## config.mk

```make
export PLATFORM = sky130hd
export DESIGN_NAME = dds_freq_meter
export DESIGN_NICKNAME = d
export VERILOG_FILES = /design/src/rtl/dds_freq_meter.sv
export SDC_FILE = /design/constraint.sdc
export NUM_CORES = 1
export LEC_CHECK = 0
export ABC_AREA = 1
export BUFFER_PORTS_ARGS = -buffer_cell sky130_fd_sc_hd__buf_2
export CORE_MARGIN = 2
export CORE_UTILIZATION = 60
export DETAILED_ROUTE_END_ITERATION = 10
export GPL_TIMING_DRIVEN = 0
export PLACE_DENSITY_LB_ADDON = 0.3
export SKIP_CTS_REPAIR_TIMING = 1
export SLEW_MARGIN = 30
export SYNTH_ARGS = -nofsm -noshare
export SYNTH_HDL_FRONTEND = slang
export SYNTH_SLANG_ARGS = --single-unit
```

## constraint.sdc

```tcl
create_clock -name clk -period 2.9 [get_ports clk]
set_input_delay 0.29 -clock clk [delete_from_list [all_inputs] [get_ports clk]]
set_output_delay 0.29 -clock clk [all_outputs]
set_load 0.1 [all_outputs]
```

## src/rtl/dds_freq_meter.sv

```systemverilog
// Frequency meter for a signed sample stream. It times NCYC periods between
// hysteresis zero crossings and divides to get the equivalent DDS tuning word.
module dds_freq_meter #(
   parameter int M    = 16,
   parameter int W    = 16,
   parameter int NCYC = 4,
   parameter int CW   = 24,
   parameter int HYST = 256
) (
   input  logic         clk,
   input  logic         rst_n,
   input  logic [W-1:0] sample_in,
   input  logic         val_in,
   input  logic         start,
   output logic [M-1:0] P_est,
   output logic         val_out,
   output logic         busy,
   output logic         ovf
);

   localparam int SW = $clog2(M + 1);
   localparam int RW = CW + 1;
   localparam logic signed [W-1:0] HYST_POS = W'(HYST);
   localparam logic signed [W-1:0] HYST_NEG = -HYST_POS;
   localparam logic [CW-1:0] CNT_MAX   = '1;
   localparam logic [RW-1:0] NCYC_R    = RW'(NCYC);
   localparam logic [M-1:0]  NCYC_X    = M'(NCYC);
   localparam logic [SW-1:0] LAST_STEP = SW'(M - 1);

   typedef enum logic [2:0] {IDLE, SEEK, COUNT, DIV, DONE} state_t;

   state_t        state_q, state_d;
   logic [CW-1:0] cnt_q, cnt_d;
   logic [M-1:0]  xcnt_q, xcnt_d;
   logic          armed_q, armed_d;
   logic [CW-1:0] t_q, t_d;
   logic [RW-1:0] rem_q, rem_d;
   logic [M-1:0]  quo_q, quo_d;
   logic [SW-1:0] step_q, step_d;
   logic [M-1:0]  p_est_q, p_est_d;
   logic          ovf_q, ovf_d;
   logic          val_out_q, val_out_d;

   logic          is_low;
   logic          is_high;
   logic          crossing;
   logic [RW-1:0] rem_sh;
   logic          rem_ge;

   // Rising crossing needs a prior sample at or below -HYST, so noise smaller
   // than HYST around zero can never produce a second crossing.
   assign is_low   = $signed(sample_in) <= HYST_NEG;
   assign is_high  = $signed(sample_in) >= HYST_POS;
   assign crossing = val_in && armed_q && is_high;

   // The remainder stays below T, so doubling it always fits in CW+1 bits.
   assign rem_sh = rem_q << 1;
   assign rem_ge = rem_sh >= {1'b0, t_q};

   always_comb begin
      state_d   = state_q;
      cnt_d     = cnt_q;
      xcnt_d    = xcnt_q;
      armed_d   = armed_q;
      t_d       = t_q;
      rem_d     = rem_q;
      quo_d     = quo_q;
      step_d    = step_q;
      p_est_d   = p_est_q;
      ovf_d     = ovf_q;
      val_out_d = 1'b0;

      case (state_q)
         IDLE: begin
            armed_d = 1'b0;
            if (start) begin
               state_d = SEEK;
               cnt_d   = '0;
               xcnt_d  = '0;
            end
         end

         SEEK, COUNT: begin
            if (val_in) begin
               if (cnt_q == CNT_MAX) begin
                  state_d   = DONE;
                  ovf_d     = 1'b1;
                  p_est_d   = '0;
                  val_out_d = 1'b1;
               end else begin
                  cnt_d = cnt_q + 1'b1;
                  if (crossing) begin
                     armed_d = 1'b0;
                  end else if (is_low) begin
                     armed_d = 1'b1;
                  end
                  if (crossing && (state_q == SEEK)) begin
                     state_d = COUNT;
                     cnt_d   = '0;
                     xcnt_d  = '0;
                  end else if (crossing) begin
                     xcnt_d = xcnt_q + 1'b1;
                     if ((xcnt_q + 1'b1) == NCYC_X) begin
                        state_d = DIV;
                        t_d     = cnt_q + 1'b1;
                        rem_d   = NCYC_R;
                        quo_d   = '0;
                        step_d  = '0;
                     end
                  end
               end
            end
         end

         DIV: begin
            if ({1'b0, t_q} <= NCYC_R) begin
               state_d   = DONE;
               p_est_d   = '1;
               ovf_d     = 1'b0;
               val_out_d = 1'b1;
            end else begin
               rem_d  = rem_ge ? (rem_sh - {1'b0, t_q}) : rem_sh;
               quo_d  = {quo_q[M-2:0], rem_ge};
               step_d = step_q + 1'b1;
               if (step_q == LAST_STEP) begin
                  state_d   = DONE;
                  p_est_d   = {quo_q[M-2:0], rem_ge};
                  ovf_d     = 1'b0;
                  val_out_d = 1'b1;
               end
            end
         end

         DONE: begin
            state_d = IDLE;
         end

         default: begin
            state_d = IDLE;
         end
      endcase
   end

   always_ff @(posedge clk or negedge rst_n) begin
      if (!rst_n) begin
         state_q   <= IDLE;
         cnt_q     <= '0;
         xcnt_q    <= '0;
         armed_q   <= 1'b0;
         t_q       <= '0;
         rem_q     <= '0;
         quo_q     <= '0;
         step_q    <= '0;
         p_est_q   <= '0;
         ovf_q     <= 1'b0;
         val_out_q <= 1'b0;
      end else begin
         state_q   <= state_d;
         cnt_q     <= cnt_d;
         xcnt_q    <= xcnt_d;
         armed_q   <= armed_d;
         t_q       <= t_d;
         rem_q     <= rem_d;
         quo_q     <= quo_d;
         step_q    <= step_d;
         p_est_q   <= p_est_d;
         ovf_q     <= ovf_d;
         val_out_q <= val_out_d;
      end
   end

   assign P_est   = p_est_q;
   assign val_out = val_out_q;
   assign ovf     = ovf_q;
   assign busy    = (state_q != IDLE);

endmodule
```

==> results.md <==
* Run status: completed
* Total negative slack at 0 ns
* Overall global routing resource usage at between 30% and 40%
* Count of antenna diodes in the layout at 0
* Most instantiated library cell after synthesis: nand2_1
* Syn Inst Count at 1214
* Final clock skew at between 0.01 and 0.015 ns
* Final-layout fill cell count at roughly 1200
* Post-route cell area at ~9600 sq um
* Number of hold violations in the final report at 0
* Predominant post-synthesis flop cell: dfrtp_1
* Antenna violations before repair at 0
* Weighted congestion reported at the end of routability-driven placement at between 0.9 and 1
* CP endpoint kind: flop
* Wire length on met1 at approximately 9.7 mm
* Routed via count at 8214
* Synthesized net count at 1264
* Die Ht at approximately 120 um
* Async set or reset register ratio after synthesis at 100%
* Least-Margin Pin Slew at between 0.6 and 0.7 ns
* Area occupied by multi-input gates at 4560 sq um
* YS warnings at 0
* Combined flip-flop and latch cell area at about 3300 sq um
* Number of setup violations in the final report at 0
* Final #Nets at approximately 1300
* Tightest slew margin relative to the limit at 58.6%
* Number of buffers added on ports at 38
* Required time of the worst setup path at between 3 and 4 ns
* Share of the cycle needed by the critical path after routing at 91.6%
* Worst-Skew Late Latency at 0.44 ns
* Worst Setup Start Kind: flop
* Count of nets left with antenna violations after detail routing at 0
* Met3 routed wirelength at about 1.2 mm
* Pwr Density at between 800 and 900 nW/um^2
* Highest Signal Layer: met4
* HPWL reported at the end of detailed placement at 16.1 mm
* Initial cell density of the core at slightly above 60%
* Standby leakage power at 0.00525 uW
* Type of the worst setup path: reg -> reg
* Total design power at just over 8000 uW
* Total iterations of the first detailed-routing run at 5
* Number of flip-flops and latches in the synthesized netlist at 130
* Hold crit path type: in -> reg
* CTS H-Tree Depth at 4
* Routed length per instance at around 15 um
* Min Tclk post-route at roughly 2.7 ns
* Routed wl met2 at 10.5 mm
* Mapped Avg Cell Area at around 7 sq um
* Wire length of the first global-routing pass at around 37 mm
* Pin count of the biggest net entering global routing at 84
* Clock tree from TritonCTS: yes
* Post-Place Cell Area at roughly 9000 sq um
* Share of the synthesized area in the top cell type at 38.2%
* WHS at about 0.30 ns
* Die outline area at about 15000 sq um
* Via count of the first global-routing pass at between 7000 and 8000
* Total detailed-routing wirelength at 21.9 mm
* Number of DRC markers in iteration 0 at approximately 710
* Number of buffers created by CTS at 17
* Sequential area share after synthesis at between 30% and 40%
* Number of enable-type register cells in the synthesized netlist at 0
* Row cnt at 43
* Remaining global-route overflow at 0
* DR vias/cell at between 5 and 6
* Area growth from synthesis to final layout at 12.4%
* Max rail drop VDD at roughly 1.1 mV
* Biggest area consumer among synthesized cells: dfrtp_1
* Most instantiated cells after synthesis: nand2_1, dfrtp_1, inv_1
* Placeable core region at roughly 14000 sq um
* Largest fanout of any net on the critical path at 10
* Clock Sinks at between 100 and 150
* Post-synthesis cell type count at between 40 and 50
* Max Cap Violations at 0
* Number of I/O pins at 39
* Die width at approximately 120 um
* Achievable clock frequency at 376 MHz
* Clock transition at the registers of the reported paths at approximately 0.060 ns
* Unrepaired setup endpoints after global routing: no
* CTS root buffer: clkbuf_16
* Share of final-layout standard cells stronger than drive strength 1 at between 10% and 20%
* Cell area after synthesis at around 8500 sq um
* Clock buffer depth at 2
* Ranking of synthesized cells by area: dfrtp_1, nand2_1, inv_1, nand3_1, nor2_1
* Data arrival, critical path at between 3 and 4 ns
* DRC Markers at 0
* Max-slew violation count at 0
-- logic make-up (layout without fill, tap and decap cells) --
kind of cell / after synthesis / in the layout / synth area share, %
AND/OR/NAND/NOR: 738 / 738 / 38.0
XOR/XNOR: 29 / 29 / 3.07
flip-flops: 130 / 130 / 38.2
adder cells (fa/ha/maj): 30 / 30 / 4.50
AO/OA/AOI/OAI: 118 / 118 / 7.88
buffers and inverters: 169 / 241 / 8.31
-- sequential cells by signal, summed over array words and instances, names as in the netlist --
name     flops
val_out      1
armed_q      1
step_q       5
ovf          1
quo_q       15
P_est       16
state_q      3
cnt_q       24
xcnt_q      16
t_q         24
rem_q       24
-- placed cells by master (no fill, tap or decap), types with 2 or more instances in the layout --
master,synthesis,final
clkbuf_1,12,12
a21o_1,3,3
nand3_1,95,95
inv_1,130,130
clkbuf_16,0,17
o211ai_1,11,11
nand2_2,4,4
a21oi_1,26,26
nand2_4,2,2
o21bai_1,10,10
or2_2,15,15
nand3_2,4,4
dfrtp_1,130,130
buf_6,7,7
o22ai_1,5,5
nor2_4,6,6
inv_2,4,4
inv_8,0,5
o21ai_1,7,7
inv_6,0,5
buf_2,12,49
nor2_2,2,2
o21ai_0,52,52
nor3_1,12,12
xnor2_1,13,13
nor2_1,98,98
nor3_4,2,2
nand4_1,54,54
xor2_1,15,15
nor4_1,4,3
nand2_1,435,435
clkinvlp_4,0,3
ha_1,29,29
-- report_power, final --
part	total, uW	leakage (uW)	internal (uW)	switching (uW)
sequential	2180	0.00176	2030	157
combinational	3980	0.00320	1020	2970
clock	2140	0.000281	1220	925
total	8310	0.00525	4260	4050
-- per-layer routing --
| layer | vias up | global-route usage (%) |
|---|---|---|
| met4 | 0 | 9.87 |
| met3 | 42 | 5.81 |
| li1 | 4050 | - |
| met1 | 3869 | 40.4 |
| met2 | 253 | 51.4 |
| met5 | - | 0 |
-- final cells by class --
class / instances / area share, %
multi-input combinational: 915 / 47.6
sequential: 130 / 34.0
inverter: 135 / 5.30
clock buffer: 17 / 4.45
timing repair buffer: 40 / 2.48
tap: 180 / 2.35
buffer: 34 / 2.09
clock inverter: 15 / 1.69
-- stage by stage --
stage                     std cells  setup slack [ns]  util [%]
after detailed placement       1433             0.298      64.6
after global routing           1466            0.0312      68.9
after CTS                      1465             0.307      68.8
final                          1466             0.244      68.9
after floorplan                1214             0.859         -
after global placement         1432            -0.181      64.3
-- worst max-delay path: stages (launching register included) --
cell and delay, ns:
dfrtp_1 0.34, inv_1 0.08, ha_1 0.39, nand2_1 0.11, nor2_1 0.29, nand2_1 0.10
nor2_1 0.16, nand2_1 0.08, nand3_1 0.12, buf_2 0.25, clkbuf_1 0.40, o211ai_1 0.13
nand2_1 0.11
-- final timing paths --
path	start	cells past startpoint	to	slack (ns)
worst min-delay path	sample_in[15]	5	armed_q	0.30
worst min register to register	t_q[6]	2	t_q[6]	0.47
min in group asynchronous	rst_n	2	t_q[18]	0.36
max in group asynchronous	rst_n	3	rem_q[0]	1.83
worst max-delay path	t_q[13]	12	rem_q[9]	0.24
worst max register to register	t_q[13]	12	rem_q[9]	0.24
Note: power is estimated with default switching activity, not from simulation.
